### src/rtl/mux_scan_pkg.sv
// Shared definitions for the 4:1 mux scan sequencer.
// Channel count, channel index width, FSM encoding and the cleared frame value.
package mux_scan_pkg;

  localparam int NUM_CH = 4;
  localparam int CH_W   = 2;

  typedef enum logic {
    ST_IDLE = 1'b0,
    ST_SCAN = 1'b1
  } scanState_t;

  localparam logic [NUM_CH-1:0] RESET_FRAME = 4'b0000;

endpackage

### src/rtl/scan_slot_timer.sv
// Per-channel settle timer: flags the last cycle of each SETTLE_CYCLES+1 long slot.
// 'clear' restarts the slot count when a new scan begins.
module scan_slot_timer #(
  parameter int SETTLE_CYCLES = 1,
  parameter int CNT_W         = 4
) (
  input  logic clk,
  input  logic rst,
  input  logic enable,
  input  logic clear,
  output logic slot_done
);

  logic [CNT_W-1:0] count;

  assign slot_done = enable && (count == CNT_W'(SETTLE_CYCLES));

  always_ff @(posedge clk) begin
    if (rst) begin
      count <= '0;
    end else if (clear) begin
      count <= '0;
    end else if (enable) begin
      if (slot_done) begin
        count <= '0;
      end else begin
        count <= count + 1'b1;
      end
    end
  end

endmodule

### src/rtl/mux_scan_ctrl.sv
// Scan sequencer for a 4:1 mux: steps the selects through every channel, samples y
// into a 4-bit frame and offers it downstream on a valid/ready handshake.
module mux_scan_ctrl
  import mux_scan_pkg::*;
#(
  parameter int SETTLE_CYCLES = 1,
  parameter int CNT_W         = 4
) (
  input  logic                  clk,
  input  logic                  rst,
  input  logic                  start,
  input  logic                  continuous,
  input  logic                  y,
  output logic                  s0,
  output logic                  s1,
  output logic                  busy,
  output logic [NUM_CH-1:0]     frame_data,
  output logic                  frame_valid,
  input  logic                  frame_ready,
  output logic                  overrun
);

  scanState_t       state, nextState;
  logic [CH_W-1:0]  channel;
  logic [NUM_CH-1:0] asmReg, asmNext;
  logic             slotDone;
  logic             startAccept;
  logic             frameDone;
  logic             frameLoad;

  scan_slot_timer #(
    .SETTLE_CYCLES(SETTLE_CYCLES),
    .CNT_W        (CNT_W)
  ) u_timer (
    .clk      (clk),
    .rst      (rst),
    .enable   (state == ST_SCAN),
    .clear    (startAccept),
    .slot_done(slotDone)
  );

  always_ff @(posedge clk) begin
    if (rst) begin
      state <= ST_IDLE;
    end else begin
      state <= nextState;
    end
  end

  // A frame completes on the slot that samples the last channel; it only lands
  // in the output register if that register is empty or being drained this cycle.
  always_comb begin
    nextState   = state;
    startAccept = 1'b0;
    asmNext     = asmReg;
    asmNext[channel] = y;
    frameDone   = slotDone && (channel == CH_W'(NUM_CH - 1));
    frameLoad   = frameDone && (!frame_valid || frame_ready);
    busy        = (state != ST_IDLE);
    {s1, s0}    = (state == ST_SCAN) ? channel : '0;
    case (state)
      ST_IDLE: begin
        if (start) begin
          startAccept = 1'b1;
          nextState   = ST_SCAN;
        end
      end
      ST_SCAN: begin
        if (frameDone && !continuous) begin
          nextState = ST_IDLE;
        end
      end
      default: nextState = ST_IDLE;
    endcase
  end

  always_ff @(posedge clk) begin
    if (rst) begin
      channel     <= '0;
      asmReg      <= RESET_FRAME;
      frame_data  <= RESET_FRAME;
      frame_valid <= 1'b0;
      overrun     <= 1'b0;
    end else begin
      if (startAccept) begin
        channel <= '0;
        overrun <= 1'b0;
      end
      // The 2-bit channel wraps 3->0 exactly on the completing slot.
      if (slotDone) begin
        asmReg  <= asmNext;
        channel <= channel + 1'b1;
      end
      if (frameLoad) begin
        frame_data  <= asmNext;
        frame_valid <= 1'b1;
      end else if (frame_valid && frame_ready) begin
        frame_valid <= 1'b0;
      end
      if (frameDone && !frameLoad) begin
        overrun <= 1'b1;
      end
    end
  end

endmodule

### config.mk
export PLATFORM = sky130hd
export DESIGN_NAME = mux_scan_ctrl
export DESIGN_NICKNAME = d
export VERILOG_FILES = /design/src/rtl/mux_scan_pkg.sv /design/src/rtl/scan_slot_timer.sv /design/src/rtl/mux_scan_ctrl.sv
export SDC_FILE = /design/constraint.sdc
export NUM_CORES = 1
export LEC_CHECK = 0
export ABC_CLOCK_PERIOD_IN_PS = 1600
export BUFFER_PORTS_ARGS = -buffer_cell sky130_fd_sc_hd__buf_2
export CAP_MARGIN = 20
export CORE_ASPECT_RATIO = 0.9
export CORE_MARGIN = 2
export CORE_UTILIZATION = 35
export CTS_BUF_LIST = sky130_fd_sc_hd__clkbuf_8 sky130_fd_sc_hd__clkbuf_16
export DETAILED_ROUTE_END_ITERATION = 8
export SYNTH_ARGS = -nofsm -noshare
export SYNTH_HDL_FRONTEND = slang
export SYNTH_HIERARCHICAL = 1
export SYNTH_SLANG_ARGS = --single-unit
### constraint.sdc
create_clock -name clk -period 1.6 [get_ports clk]
set_input_delay 0.32 -clock clk [delete_from_list [all_inputs] [get_ports clk]]
set_output_delay 0.32 -clock clk [all_outputs]
set_load 0.02 [all_outputs]
==> flow_summary.json, run 1 <==
{
  "status": "finished clean",
  "ir_drop_mv": 0.316,
  "multi_input_area_sq_um": 422,
  "skew_ns": 0.00362,
  "hold_violations": 0,
  "insertion_delay_ns": 0.24,
  "crit_path_end_kind": "flop",
  "synth_seq_cells": 16,
  "rsz0062_at_grt": "false",
  "drc": 0,
  "grt_pass1_wl_mm": 2.43,
  "syn-instance-count": 89,
  "top_usage_layer": "met2",
  "rows": 16,
  "cts_max_level": 1,
  "finalMaxSlewViolations": 0,
  "nets": 117,
  "io_pins": 15,
  "gp_congestion": 0.702,
  "drt_pass1_iterations": 4,
  "die-area_sq_um": 2640,
  "grt_pass1_vias": 577,
  "critical_path_class": "flop to flop",
  "area_growth_pct": 17.4,
  "groute.usage.overall": 0.123,
  "regToRegSetupSlack_ns": 0.17,
  "ff_latch_area_sq_um": 322,
  "critPathLaunchType": "flop",
  "max_slew_margin": 0.805,
  "cts_max_path_buffers": 2,
  "portBuffers": 14,
  "crit_arrival_ns": 1.55,
  "syn-num-nets": 101,
  "r2r_cells": 8,
  "grt_overflow": 0,
  "leakagePower_nw": 0.372,
  "fmax_mhz": 699,
  "die_h_um": 49.0,
  "antenna_found_initial": 0,
  "min_period_ns": 1.43,
  "worstPathRequired_ns": 1.72,
  "grt_max_degree": 14,
  "power_uw": 750,
  "antenna_cells": 0,
  "synth_seq_area_share": 0.408,
  "finalCritPeriodShare": 0.895,
  "hold_path_startpoint": "y",
  "p_per_area_nw_per_um2": 813,
  "maxCapViolations": 0,
  "cts_resized": 0,
  "avgSynthCellArea_sq_um": 8.83,
  "dpl-instance-area_sq_um": 878,
  "ctsHoldBuffers": 0,
  "clock-root-buffer": "clkbuf_8",
  "cts_tree": "yes",
  "postLayoutCellArea_sq_um": 922,
  "detail_route.vias_per_cell": 4.95,
  "cts_setup_buffers": 0,
  "initial_core_util": 0.367,
  "fin_tns_setup_ns": 0,
  "holdPathStages": 3,
  "grtUsageMet1": 0.162,
  "core-area_sq_um": 2140,
  "netlist_area_sq_um": 786,
  "rr_startpoint": "u_timer/count[1]$_SDFFE_PP0P_",
  "ys_warn_count": 6,
  "cts_made_buffers": 3,
  "utilization": 0.430,
  "vias": 643,
  "die_w_um": 53.9,
  "post-dp-hpwl_mm": 1.09,
  "nFillCells": 207,
  "drt_first_iter_violations": 6,
  "min_path_type": "input pin to flop",
  "path_max_fanout": 11,
  "synth_cell_types": 24,
  "worstMarginPinSlew_ns": 0.293,
  "drive_above_1_share": 0.233,
  "min_to": "frame_data[3]$_SDFFE_PP0P_",
  "final-setup-viol-count": 0,
  "path_clk_slew_ns": 0.06,
  "totalWireLength_mm": 1.43,
  "r2r-end": "busy$_SDFF_PP0_",
  "cts_sinks": 16,
  "grt_util_met3": 0.0184,
  "post_drt_wl_per_cell_um": 11.0,
  "final_antenna_net_count": 0,
  "met2_usage": 0.185
}
-- how the worst max path moves through the flow --
stage / slack (ns) / end / depth (start not counted) / from
after floorplan: 0.16 / frame_data[0]$_SDFFE_PP0P_ / 6 / busy$_SDFF_PP0_
after global placement: 0.13 / frame_data[1]$_SDFFE_PP0P_ / 6 / u_timer/count[0]$_SDFFE_PP0P_
after detailed placement: 0.05 / frame_data[2]$_SDFFE_PP0P_ / 6 / u_timer/count[0]$_SDFFE_PP0P_
after CTS: 0.04 / frame_data[2]$_SDFFE_PP0P_ / 6 / u_timer/count[0]$_SDFFE_PP0P_
after global routing: 0.02 / busy$_SDFF_PP0_ / 8 / u_timer/count[1]$_SDFFE_PP0P_
final: 0.17 / busy$_SDFF_PP0_ / 8 / u_timer/count[1]$_SDFFE_PP0P_
-- area by class of cell --
cell class | instances | share of cell area
sequential | 16 | 0.349
clock buffer | 3 | 0.0448
timing repair buffer | 16 | 0.0923
tap | 27 | 0.0366
multi-input combinational | 63 | 0.457
inverter | 5 | 0.0204
-- per-layer routing --
metal  up-vias  share of wire
li1        334              -
met1       294           0.49
met2        11           0.45
met3         4          0.036
met4         0          0.025
met5         -              0
-- cell families after synthesis --
family	Yosys count	share of synthesized area
simple gates	33	0.234
compound gates	19	0.145
flops	16	0.408
buf+inv	10	0.0573
fa+ha+maj	6	0.0955
mux	3	0.0382
xor+xnor	2	0.0223
-- placed cells by master, fill, tap and decap left out, types with 4 or more instances in the layout --
cell type	count
nand2_1	11
inv_1	5
nand3_1	4
dfxtp_1	15
buf_2	14
a21oi_1	11
ha_1	6
nand3b_1	4
-- where the power goes --
group / internal (mW) / switching (mW) / leakage, nW
clock: 0.166 / 0.119 / 0.0216
combinational: 0.0230 / 0.0329 / 0.221
sequential: 0.404 / 0.00505 / 0.130
-- through the flow --
step | hold slack (ns) | setup WS, ns | instances
floorplan | 0.392 | 0.160 | 89
global placement | 0.444 | 0.131 | 127
detailed placement | 0.453 | 0.0546 | 127
CTS | 0.400 | 0.0431 | 130
global route | 0.410 | 0.0159 | 130
finish | 0.398 | 0.169 | 130
-- Yosys cell counts --
cell,instances,share of area
a21oi_1,11,0.070
nand3b_1,4,0.038
xor2_1,2,0.022
inv_1,5,0.024
nand2b_2,1,0.011
buf_4,1,0.0096
nand2_1,11,0.053
mux2i_1,3,0.038
a311oi_1,3,0.033
nor2b_1,1,0.0080
and2_1,3,0.024
nor2_1,3,0.014
nand4bb_2,1,0.021
a22oi_1,1,0.0096
buf_1,1,0.0048
nor2_2,1,0.0080
o21ai_0,2,0.013
buf_2,3,0.019
ha_1,6,0.096
nand4_1,1,0.0080
nand2b_1,3,0.024
nand3_1,4,0.025
dfxtp_1,16,0.41
a21boi_0,2,0.019
-- worst max-delay path: stages (launching register included) --
cell	delay (ns)
dfxtp_1	0.34
inv_1	0.06
ha_1	0.15
nand4bb_2	0.15
inv_1	0.09
buf_4	0.16
nand2_1	0.10
o21ai_0	0.17
a21oi_1	0.08
-- registers in the layout, summed over array words and instances (netlist names) --
| name | cells |
|---|---|
| busy | 1 |
| frame_valid | 1 |
| overrun | 1 |
| u_timer/count | 4 |
| asmReg | 3 |
| frame_data | 4 |
| channel | 2 |
Power figures use the tool's default switching activity.
==> inputs of run 2 (changes only) <==
Settings changed: CTS_BUF_LIST sky130_fd_sc_hd__clkbuf_8 sky130_fd_sc_hd__clkbuf_16 to not set.
==> flow_summary.json, run 2 (same netlist as run 1, synthesis figures left out) <==
{
  "min_period_ns": 1.45,
  "die-area_sq_um": 2640,
  "groute.usage.overall": 0.127,
  "crit_top_cell": "inv_1",
  "final_antenna_net_count": 0,
  "io_pins": 15,
  "layout_commonest_cell": "dfxtp_1",
  "maxCapViolations": 0,
  "portBuffers": 14,
  "cpPeakStageDelay_ns": 0.35,
  "path_clk_slew_ns": 0.09,
  "vias": 631,
  "antenna_found_initial": 0,
  "status": "finished clean",
  "initial_core_util": 0.367,
  "insertion_delay_ns": 0.27,
  "leakagePower_nw": 0.364,
  "grt_max_degree": 14,
  "cts_made_buffers": 3,
  "final_cell_mix": "dfxtp_1, buf_2, nand2_1, a21oi_1, ha_1",
  "crit_arrival_ns": 1.60,
  "critPathLaunchType": "flop",
  "nets": 117,
  "skew_ns": 0.00501,
  "dpl-instance-area_sq_um": 878,
  "max_slew_margin": 0.806,
  "finalMaxSlewViolations": 0,
  "drive_above_1_share": 0.233,
  "startpoint": "u_timer/count[1]$_SDFFE_PP0P_",
  "cts_max_level": 1,
  "area_growth_pct": 15.0,
  "path_max_fanout": 11,
  "drc": 0,
  "dpl_worst_slack_ns": 0.0546,
  "layoutNonFillerInstCount": 130,
  "gp_congestion": 0.702,
  "p_per_area_nw_per_um2": 734,
  "multi_input_area_sq_um": 422,
  "worstPathRequired_ns": 1.76,
  "post_drt_wl_per_cell_um": 11.2,
  "grt_pass1_vias": 584,
  "grt_overflow": 0,
  "finalCritPeriodShare": 0.903,
  "ir_drop_mv": 0.320,
  "drt_first_iter_violations": 9,
  "rows": 16,
  "worstMarginPinSlew_ns": 0.290,
  "cts_tree": "yes",
  "fin_tns_setup_ns": 0,
  "detail_route.vias_per_cell": 4.85,
  "placed_cells": 127,
  "cts_sinks": 16,
  "hold_path_startpoint": "y",
  "final-setup-viol-count": 0,
  "core-area_sq_um": 2140,
  "die_h_um": 49.0,
  "grt_pass1_wl_mm": 2.46,
  "top_regs": "frame_data (4), u_timer/count (4), asmReg (3)",
  "totalWireLength_mm": 1.45,
  "crit_path_end_kind": "flop",
  "antenna_cells": 0,
  "ctsHoldBuffers": 0,
  "crit_chain": "inv_1 -> ha_1 -> nand4bb_2 -> inv_1 -> buf_4 -> nand2_1 -> o21ai_0 -> a21oi_1",
  "clock-root-buffer": "clkbuf_4",
  "drt_pass1_iterations": 3,
  "fmax_mhz": 692,
  "nFillCells": 210,
  "critical_path_class": "flop to flop",
  "ff_latch_area_sq_um": 322,
  "critPathSlowestCell": "dfxtp_1",
  "rsz0062_at_grt": "false",
  "hold_violations": 0,
  "die_w_um": 53.9,
  "cts_max_path_buffers": 2,
  "rr_startpoint": "u_timer/count[1]$_SDFFE_PP0P_",
  "post-dp-hpwl_mm": 1.09,
  "setup_slack_ns": 0.155,
  "postLayoutCellArea_sq_um": 903,
  "min_path_type": "input pin to flop"
}
## run 2: changes by cell type in the layout (fill, tap and decap cells not counted)
cell and change:
clkbuf_8 -3, clkbuf_4 +3
## run 2: layer usage
metal / track usage / vias to the layer above / part of all wire
met4: 0.0897 / 0 / 0.019
met2: 0.185 / 11 / 0.45
met1: 0.162 / 284 / 0.49
li1: - / 334 / -
met5: 0 / - / 0
met3: 0.0276 / 2 / 0.039
## run 2: worst paths after layout
path | end | slack, ns | depth (start not counted)
min reg2reg | asmReg[2]$_SDFFE_PP0P_ | 0.46 | 2
max | busy$_SDFF_PP0_ | 0.15 | 8
min | frame_data[3]$_SDFFE_PP0P_ | 0.36 | 3
max reg2reg | busy$_SDFF_PP0_ | 0.15 | 8
## run 2: critical path, delay by kind of cell (launching register included)
| family | cells | cell delay, ns |
|---|---|---|
| DFF | 1 | 0.35 |
| AOI/OAI and AO/OA | 2 | 0.26 |
| and+or+nand+nor | 2 | 0.25 |
| adders and majority gates | 1 | 0.15 |
| buffers and inverters | 3 | 0.33 |
## run 2: final cells by class
| class | instances | share of cell area |
|---|---|---|
| well taps | 27 | 0.0374 |
| repair buffers | 16 | 0.0942 |
| multi-input cells | 63 | 0.467 |
| inverters | 5 | 0.0208 |
| clock buffers | 3 | 0.0249 |
| flip-flops and latches | 16 | 0.356 |
## run 2: report_power, final
part,internal [mW],switching [mW],total [mW]
sequential,0.403,0.00513,0.408
clock,0.0871,0.111,0.199
combinational,0.0230,0.0328,0.0559
## run 2: repair_timing
action | 4_1_cts | 5_1_grt
resized for setup | 0 | 2
buffers inserted | 0 | 0
endpoints found under the setup margin | 0 | 5
## run 2: per-stage QoR
stage               utilization  hold WS, ns  power, mW
floorplan                     -        0.392      0.452
global placement          0.410        0.444      0.471
detailed placement        0.410        0.453      0.473
CTS                       0.421        0.357      0.671
global route              0.422        0.359      0.701
finish                    0.422        0.358      0.663
==> inputs of run 3 (changes only) <==
Settings changed: ABC_CLOCK_PERIOD_IN_PS 1600 to not set, GPL_TIMING_DRIVEN set to 0.
==> flow_summary.json, run 3 (same netlist as run 1, synthesis figures left out) <==
{
  "max_slew_margin": 0.744,
  "drc": 0,
  "final-setup-viol-count": 0,
  "gp_congestion": 0.693,
  "clkPwrFrac": 0.367,
  "utilization": 0.431,
  "grt_pass1_wl_mm": 2.30,
  "worstPathRequired_ns": 1.80,
  "drive_above_1_share": 0.255,
  "cts_max_level": 1,
  "cts_setup_buffers": 0,
  "critical_path_class": "flop to flop",
  "status": "finished clean",
  "grt_pass1_vias": 582,
  "seqPwrFrac": 0.567,
  "finalMaxSlewViolations": 0,
  "p_int_uw": 563,
  "p_per_area_nw_per_um2": 790,
  "die_h_um": 49.0,
  "nets": 119,
  "detail_route.vias_per_cell": 4.70,
  "crit_arrival_ns": 1.65,
  "fin_tns_setup_ns": 0,
  "nFillCells": 206,
  "layout_commonest_cell": "buf_2",
  "drt_first_iter_violations": 14,
  "area_growth_pct": 17.5,
  "antenna_cells": 0,
  "rows": 16,
  "grt_overflow": 0,
  "cts_made_buffers": 3,
  "path_max_fanout": 8,
  "fmax_mhz": 688,
  "combPwrFrac": 0.066,
  "leakagePower_nw": 0.372,
  "antenna_found_initial": 0,
  "io_pins": 15,
  "core-area_sq_um": 2140,
  "portBuffers": 13,
  "insertion_delay_ns": 0.28,
  "final_antenna_net_count": 0,
  "clock-root-buffer": "clkbuf_4",
  "path_clk_slew_ns": 0.10,
  "drt_pass1_iterations": 4,
  "min_path_type": "input pin to flop",
  "min_period_ns": 1.45,
  "crit_path_end_kind": "flop",
  "power_switching_uw": 166,
  "cts_sinks": 16,
  "hold_violations": 0,
  "skew_ns": 0.00186,
  "cts_max_path_buffers": 2,
  "rsz0062_at_grt": "false",
  "initial_core_util": 0.367,
  "worstMarginPinSlew_ns": 0.384,
  "grt_max_degree": 13,
  "top_regs": "frame_data (4), u_timer/count (4), asmReg (3)",
  "cts_tree": "yes",
  "critPathLaunchType": "flop",
  "ir_drop_mv": 0.273,
  "finalCritPeriodShare": 0.909,
  "die-area_sq_um": 2640,
  "post_drt_wl_per_cell_um": 10.6,
  "groute.usage.overall": 0.118,
  "maxCapViolations": 0,
  "vias": 625,
  "sw_frac_of_total": 0.228,
  "post-dp-hpwl_mm": 1.04,
  "totalWireLength_mm": 1.41,
  "final_cell_mix": "buf_2, dfxtp_1, nand2_1, a21oi_1, ha_1",
  "die_w_um": 53.9
}
[run 3: final cells by class]
| class | instances | area [sq um] | area share |
|---|---|---|---|
| Sequential cell | 16 | 323 | 0.350 |
| Inverter | 5 | 18.8 | 0.0203 |
| Buffer | 5 | 26.3 | 0.0285 |
| Timing Repair Buffer | 13 | 65.1 | 0.0705 |
| Multi-Input combinational cell | 63 | 420 | 0.455 |
| Tap cell | 27 | 33.8 | 0.0366 |
| Clock buffer | 4 | 36.3 | 0.0393 |
[run 3: metal layers]
metal,track usage,up-vias,share of wire
met4,0.0641,0,0.013
met1,0.136,278,0.53
li1,-,334,-
met3,0.0276,2,0.038
met2,0.195,11,0.42
met5,0,-,0
[run 3: power by group through the flow]
| stage | logic [mW] | registers (mW) | clock network (mW) |
|---|---|---|---|
| final | 0.0479 | 0.414 | 0.268 |
| after global routing | 0.0532 | 0.416 | 0.293 |
| after CTS | 0.0479 | 0.413 | 0.282 |
| after detailed placement | 0.0476 | 0.422 | 0 |
| after global placement | 0.0469 | 0.422 | 0 |
| after floorplan | 0.0301 | 0.422 | 0 |
[run 3: what timing repair did]
action	4_1_cts	5_1_grt
gates resized for setup	0	3
hold buffers	0	0
setup endpoints to repair	0	3
[run 3: through the flow]
step	cells	total power, mW	setup WS [ns]	instance area [sq um]	hold WS, ns
4_1_cts	133	0.743	0.0630	921	0.244
2_1_floorplan	89	0.452	0.160	786	0.392
3_3_place_gp	129	0.469	0.107	885	0.444
6_report	133	0.729	0.146	923	0.256
5_1_grt	133	0.762	0.000993	923	0.260
3_5_place_dp	129	0.470	0.0877	885	0.452
[run 3: final timing paths]
path | from | end | slack, ns | cells past startpoint
setup / recovery | u_timer/count[1]$_SDFFE_PP0P_ | frame_data[2]$_SDFFE_PP0P_ | 0.15 | 8
hold / removal | rst | frame_data[1]$_SDFFE_PP0P_ | 0.26 | 2
setup reg to reg | u_timer/count[1]$_SDFFE_PP0P_ | frame_data[2]$_SDFFE_PP0P_ | 0.15 | 8
hold reg to reg | asmReg[2]$_SDFFE_PP0P_ | asmReg[2]$_SDFFE_PP0P_ | 0.46 | 2
[run 3: critical path, cell delays in order (launching register included)]
cell	delay [ns]
dfxtp_1	0.35
inv_1	0.06
ha_1	0.15
nand4bb_2	0.16
inv_2	0.09
and2_1	0.11
buf_4	0.14
a21oi_1	0.07
a311oi_1	0.23
